### config.mk
export PLATFORM = sky130hd
export DESIGN_NAME = rf_wb_arbiter
export DESIGN_NICKNAME = d
export VERILOG_FILES = /design/src/rtl/rf_wb_arbiter.sv
export SDC_FILE = /design/constraint.sdc
export NUM_CORES = 1
export LEC_CHECK = 0
export CAP_MARGIN = 10
export CORE_MARGIN = 1
export CORE_UTILIZATION = 50
export DETAILED_ROUTE_END_ITERATION = 10
export PLACE_DENSITY = 0.8
export RECOVER_POWER = 50
export SLEW_MARGIN = 20
export SYNTH_ARGS = -nofsm -noshare
export SYNTH_HDL_FRONTEND = slang
export SYNTH_SLANG_ARGS = --single-unit
export TNS_END_PERCENT = 10
### constraint.sdc
create_clock -name clk -period 9.8 [get_ports clk]
set_clock_uncertainty 0.05 [all_clocks]
set_input_delay 1.47 -clock clk [delete_from_list [all_inputs] [get_ports clk]]
set_output_delay 1.47 -clock clk [all_outputs]
set_load 0.01 [all_outputs]
### src/rtl/rf_wb_arbiter.sv
// Writeback arbiter: merges ALU and LSU beats into an in-order FIFO and drains one
// register-file write per cycle. Define WB_SCOREBOARD_EN to add the per-register busy scoreboard.
module rf_wb_arbiter #(
    parameter int DATA_W     = 32,
    parameter int ADDR_W     = 5,
    parameter int FIFO_DEPTH = 4
) (
    input  logic                              clk,
    input  logic                              rst_n,
    input  logic                              alu_valid,
    input  logic [ADDR_W-1:0]                 alu_rd,
    input  logic [DATA_W-1:0]                 alu_data,
    output logic                              alu_ready,
    input  logic                              lsu_valid,
    input  logic [ADDR_W-1:0]                 lsu_rd,
    input  logic [DATA_W-1:0]                 lsu_data,
    output logic                              lsu_ready,
    output logic                              wren,
    output logic [ADDR_W-1:0]                 rd_addr,
    output logic [DATA_W-1:0]                 reg_data,
    output logic [$clog2(FIFO_DEPTH+1)-1:0]   fifo_count
`ifdef WB_SCOREBOARD_EN
    ,
    input  logic                              iss_valid,
    input  logic [ADDR_W-1:0]                 iss_rd,
    output logic [2**ADDR_W-1:0]              busy
`endif
);

    localparam int CNT_W = $clog2(FIFO_DEPTH + 1);
    localparam int PTR_W = $clog2(FIFO_DEPTH);

    typedef struct packed {
        logic [ADDR_W-1:0] rd;
        logic [DATA_W-1:0] data;
    } wb_entry_t;

    wb_entry_t        mem [FIFO_DEPTH];
    logic [PTR_W-1:0] wr_ptr;
    logic [PTR_W-1:0] rd_ptr;
    logic [CNT_W-1:0] free;
    logic             lsu_live;
    logic             lsu_push;
    logic             alu_push;
    logic             pop;

    // Credit comes only from the registered count, so a pop never frees a slot early.
    assign free      = CNT_W'(FIFO_DEPTH) - fifo_count;
    assign lsu_live  = lsu_valid & (lsu_rd != '0);
    assign lsu_ready = free >= CNT_W'(1);
    assign alu_ready = free >= (CNT_W'(1) + CNT_W'(lsu_live));
    assign lsu_push  = lsu_live & lsu_ready;
    assign alu_push  = alu_valid & alu_ready & (alu_rd != '0);
    assign pop       = fifo_count != '0;

    // LSU takes the first slot so that an ALU write to the same rd lands last.
    always_ff @(posedge clk) begin
        if (lsu_push)
            mem[wr_ptr] <= '{rd: lsu_rd, data: lsu_data};
        if (alu_push)
            mem[wr_ptr + PTR_W'(lsu_push)] <= '{rd: alu_rd, data: alu_data};
    end

    always_ff @(posedge clk or negedge rst_n) begin
        if (!rst_n) begin
            wr_ptr     <= '0;
            rd_ptr     <= '0;
            fifo_count <= '0;
            wren       <= 1'b0;
            rd_addr    <= '0;
            reg_data   <= '0;
        end else begin
            wr_ptr     <= wr_ptr + PTR_W'(lsu_push) + PTR_W'(alu_push);
            fifo_count <= fifo_count + CNT_W'(lsu_push) + CNT_W'(alu_push) - CNT_W'(pop);
            wren       <= pop;
            if (pop) begin
                rd_ptr   <= rd_ptr + PTR_W'(1);
                rd_addr  <= mem[rd_ptr].rd;
                reg_data <= mem[rd_ptr].data;
            end
        end
    end

`ifdef WB_SCOREBOARD_EN
    logic [2**ADDR_W-1:0] busy_nxt;

    // Issue set is applied after the writeback clear so a re-allocation wins.
    always_comb begin
        busy_nxt = busy;
        if (wren)
            busy_nxt[rd_addr] = 1'b0;
        if (iss_valid && (iss_rd != '0))
            busy_nxt[iss_rd] = 1'b1;
        busy_nxt[0] = 1'b0;
    end

    always_ff @(posedge clk or negedge rst_n) begin
        if (!rst_n)
            busy <= '0;
        else
            busy <= busy_nxt;
    end
`endif

endmodule
==> flow_results.org <==
** Status
- The flow ran to the end, but the final reports show violations.
- The final reports fail on design-rule violations, max-capacitance violations, max-slew violations.

** Hold path
- Counting instances, the worst hold path has a depth of 2.
- For hold timing, the worst endpoint is reg_data[20].
- The worst hold path begins at reg_data[20].
- The min-delay analysis places its worst path in the category reg -> reg.

** Worst setup path
- End of the worst register-to-register path :: mem[0][18]
- The critical path goes through dlygate4sd3_1, or4_1, o21ai_0, nand2b_1, inv_1, ha_1, xnor2_1, nand4b_1, clkbuf_1, o31ai_4, buf_4.
- The setup path with the least slack is of type in -> reg.
- Startpoint of the most critical register-to-register path :: fifo_count[0]
- Data on the critical path arrives at its endpoint at 7.05 ns.
- The slowest stage of the critical path is the sky130_fd_sc_hd__clkbuf_1 cell.
- STA classifies the critical path startpoint as an input pin.
- Slack of the worst reg-to-reg path :: 3.73 ns
- Max FO, Critical Path :: 38
- STA puts the critical path data required time at 9.90 ns.
- The worst setup path is captured at a flip-flop.
- The number of cells on the worst reg-to-reg path is 12.
- CP peak stage delay :: 1.91 ns

** Drt
- For this block, the via count after detailed routing is 5243.
- Dividing the detail-routed wire length by the instance count gives 21.2 um.
- The detailed router finished its first iteration with 305 violations.
- The final layout contains routed wiring with a total length of 19700 um.
- The detail route stage leaves a number of antenna-violating nets equal to 0.
- Using the TritonRoute via totals, the vias-per-cell ratio works out to 5.65.
- Before antenna repair, the detailed router went through 7 iterations.
- Remaining routing DRC violations :: 12

** Synth
- Post-Syn Area per Cell :: 16.3 um2
- Synthesized netlist net count :: 659
- The synthesized design contains 193 register bits.
- Summing every instance area after synthesis gives 9320 um2.
- Cells after synthesis :: 571
- Sequential area share after synthesis :: 59.8%
- Number of distinct library cells after synthesis :: 32
- Number of synthesis warnings :: 0

** Timing
- Hold Fails Final Rpt :: 0
- Final clock period utilization by the worst path :: 70.9%
- Final critical delay including setup and external delays :: 6.95 ns
- Worst slew pin tran :: 2.80 ns
- RSZ-0062 raised after global routing :: false
- Final setup violation count :: 0
- Based on the critical path, the design can be clocked at up to 0.144 GHz.
- Setup Total Neg Slack :: 0 ns
- Worst slew margin :: -86.4%
- Final number of max-transition violations :: 203

** Power and ir drop
- Summed over all nets, the switching power comes to 1.26 mW.
- Sw Ratio :: 32.5%
- The share of total power dissipated in the clock network is 19.0%.
- PwrDens :: 345 nW/um2
- For this design the static power due to leakage is 4.19 nW.
- Part of the total power dissipated in combinational logic :: 40.3%
- The internal power of the cells totals 2.61 mW.
- Sequential group share of total power :: 40.7%
- Maximum ir drop on the vdd rail :: 0.251 mV

** Clock network
- Hold buffer count at cts :: 0
- Clock Root Buffer :: sky130_fd_sc_hd__clkbuf_16
- TritonCTS clock tree :: built
- Worst skew pair latency :: 0.44 ns
- The longest clock path from root to sink contains 2 buffers.
- Counting every sink on the clock net gives 193.
- Num CTS Buffers :: 17
- Post-cts resize count :: 0
- The H-tree was split into 4 levels.
- Clock slew at the register clock pins of the worst setup and hold paths :: 0.06 ns
- In this run the post-CTS setup repair buffer count came out at 0.

** Placement
- In this run the cell area measured after placement is 10700 um2.
- Placed wire-length estimate after detailed placement :: 12200 um
- RePlAce Congestion :: 0.788
- Port buffering added 120 buffers.

** Floorplanning
- The floorplan step set the die width to 139 um.
- Boundary Pins :: 121
- DIE AREA :: 19200 um2
- Floorplan row count :: 49
- Standard cell core area :: 18100 um2
- Initial Utilization :: 51.5%
- The die is 139 um tall.

** Cells and area
- Leaving out fill and tap cells, the most frequent cell in the layout is sky130_fd_sc_hd__edfxtp_1.
- Net count reported at finish :: 774
- Once layout is done, the placed cells without fillers occupy 11200 um2.
- Area Growth Syn to Fin :: 20.2%
- Antenna diodes :: 0
- In the final layout, the share of cells above drive strength 1 is 28.8%.
- The top cell types in the final layout, fill and taps aside, are sky130_fd_sc_hd__edfxtp_1, sky130_fd_sc_hd__nand2_1, sky130_fd_sc_hd__mux2_2.

** Global routing
- The via count of the first global-routing pass came to 5717.
- Summed over all layers, the global routing overflow is 0.
- In the global route stage, overall resource usage came out at 21.6%.
- The first global-routing pass estimated 31400 um of wire.
- Entering global routing, the biggest net connects 46 pins.
- Number of antenna violations at the first check in global routing :: 0

** Run
- Max Cap Violations :: 6
[per-stage QoR]
step,power [mW],util (%),std cells,hold WS [ns],worst slack (ns)
after floorplan,2.68,-,571,0.459,4.62
after global placement,3.14,59.1,896,0.402,3.90
after detailed placement,3.21,59.1,896,0.407,3.89
after CTS,3.95,62.6,928,0.424,4.33
after global routing,4.07,61.9,928,0.444,2.54
final,3.86,61.9,928,0.415,2.85
[power by group through the flow]
stage          sequential (mW)  clock (mW)  combinational, mW
3_3_place_gp              1.56           0               1.58
4_1_cts                   1.58       0.744               1.63
3_5_place_dp              1.59           0               1.62
6_report                  1.57       0.733               1.56
5_1_grt                   1.61       0.777               1.68
2_1_floorplan             1.56           0               1.12
[per-layer routing]
metal  vias up  GRT usage (%)  wire length, um
met2       152           37.9            10200
met3        29           5.04              982
met1      2683           27.1             8230
met5         -              0                0
met4         0           5.62              297
li1       2379              -                -
[worst max path at each step]
stage,start,end,slack (ns),cells after the start
floorplan,lsu_rd[4],mem[0][0],4.62,4
global placement,lsu_rd[4],mem[1][20],3.90,11
detailed placement,lsu_rd[3],mem[1][21],3.89,11
CTS,lsu_rd[3],mem[1][15],4.33,11
global route,lsu_rd[3],mem[3][15],2.54,11
finish,lsu_rd[3],mem[0][18],2.85,11
[synth_stat cells, drive strengths merged]
library cell  number  area, um2
mux2             148       1880
fa                 2       40.0
a31o               2       17.5
or4b               1       10.0
inv               12       45.0
o21ai              3       26.3
edfxtp           148       4440
nor4b              1       8.76
nand2b             1       6.26
ha                 8        100
buf               22        178
o21a               2       15.0
nand2            113        424
nor2               1       3.75
dfrtp             45       1130
o31ai              2       15.0
nand4b             1       8.76
xnor2              6       52.6
clkbuf            10       37.5
or4                3       30.0
nor2b              2       12.5
mux4              37        833
nor3               1       5.00
[final cells by class]
cell class | count | area [um2]
fillers | 1332 | 6880
flip-flops and latches | 193 | 5570
multi-input cells | 334 | 3430
repair buffers | 128 | 1240
clock buffers | 18 | 439
well taps | 229 | 287
clock inverters | 14 | 186
inverters | 12 | 45.0
[registers in the layout, indices dropped and copies added, names as in the netlist]
| signal | count |
|---|---|
| mem | 148 |
| reg_data | 32 |
| rd_addr | 5 |
| fifo_count | 3 |
| rd_ptr | 2 |
| wr_ptr | 2 |
| wren | 1 |
[cell families (layout without fill, tap and decap cells)]
group                    Yosys count  count (layout)  synth area share (%)
AND/OR/NAND/NOR                  124             124                  5.46
adder cells (fa/ha/maj)           10              10                  1.50
XOR/XNOR                           6               6                 0.564
multiplexers                     185             185                  29.1
buffers and inverters             44             172                  2.79
flip-flops                       193             193                  59.8
AO/OA/AOI/OAI                      9               9                 0.792
[critical path: cells and delay by family]
family,cells,cell delay (ns)
buf+inv,4,3.15
simple gates,3,1.02
compound gates,2,0.97
fa+ha+maj,1,0.21
xor+xnor,1,0.20
Note: power is estimated with default switching activity, not from simulation.
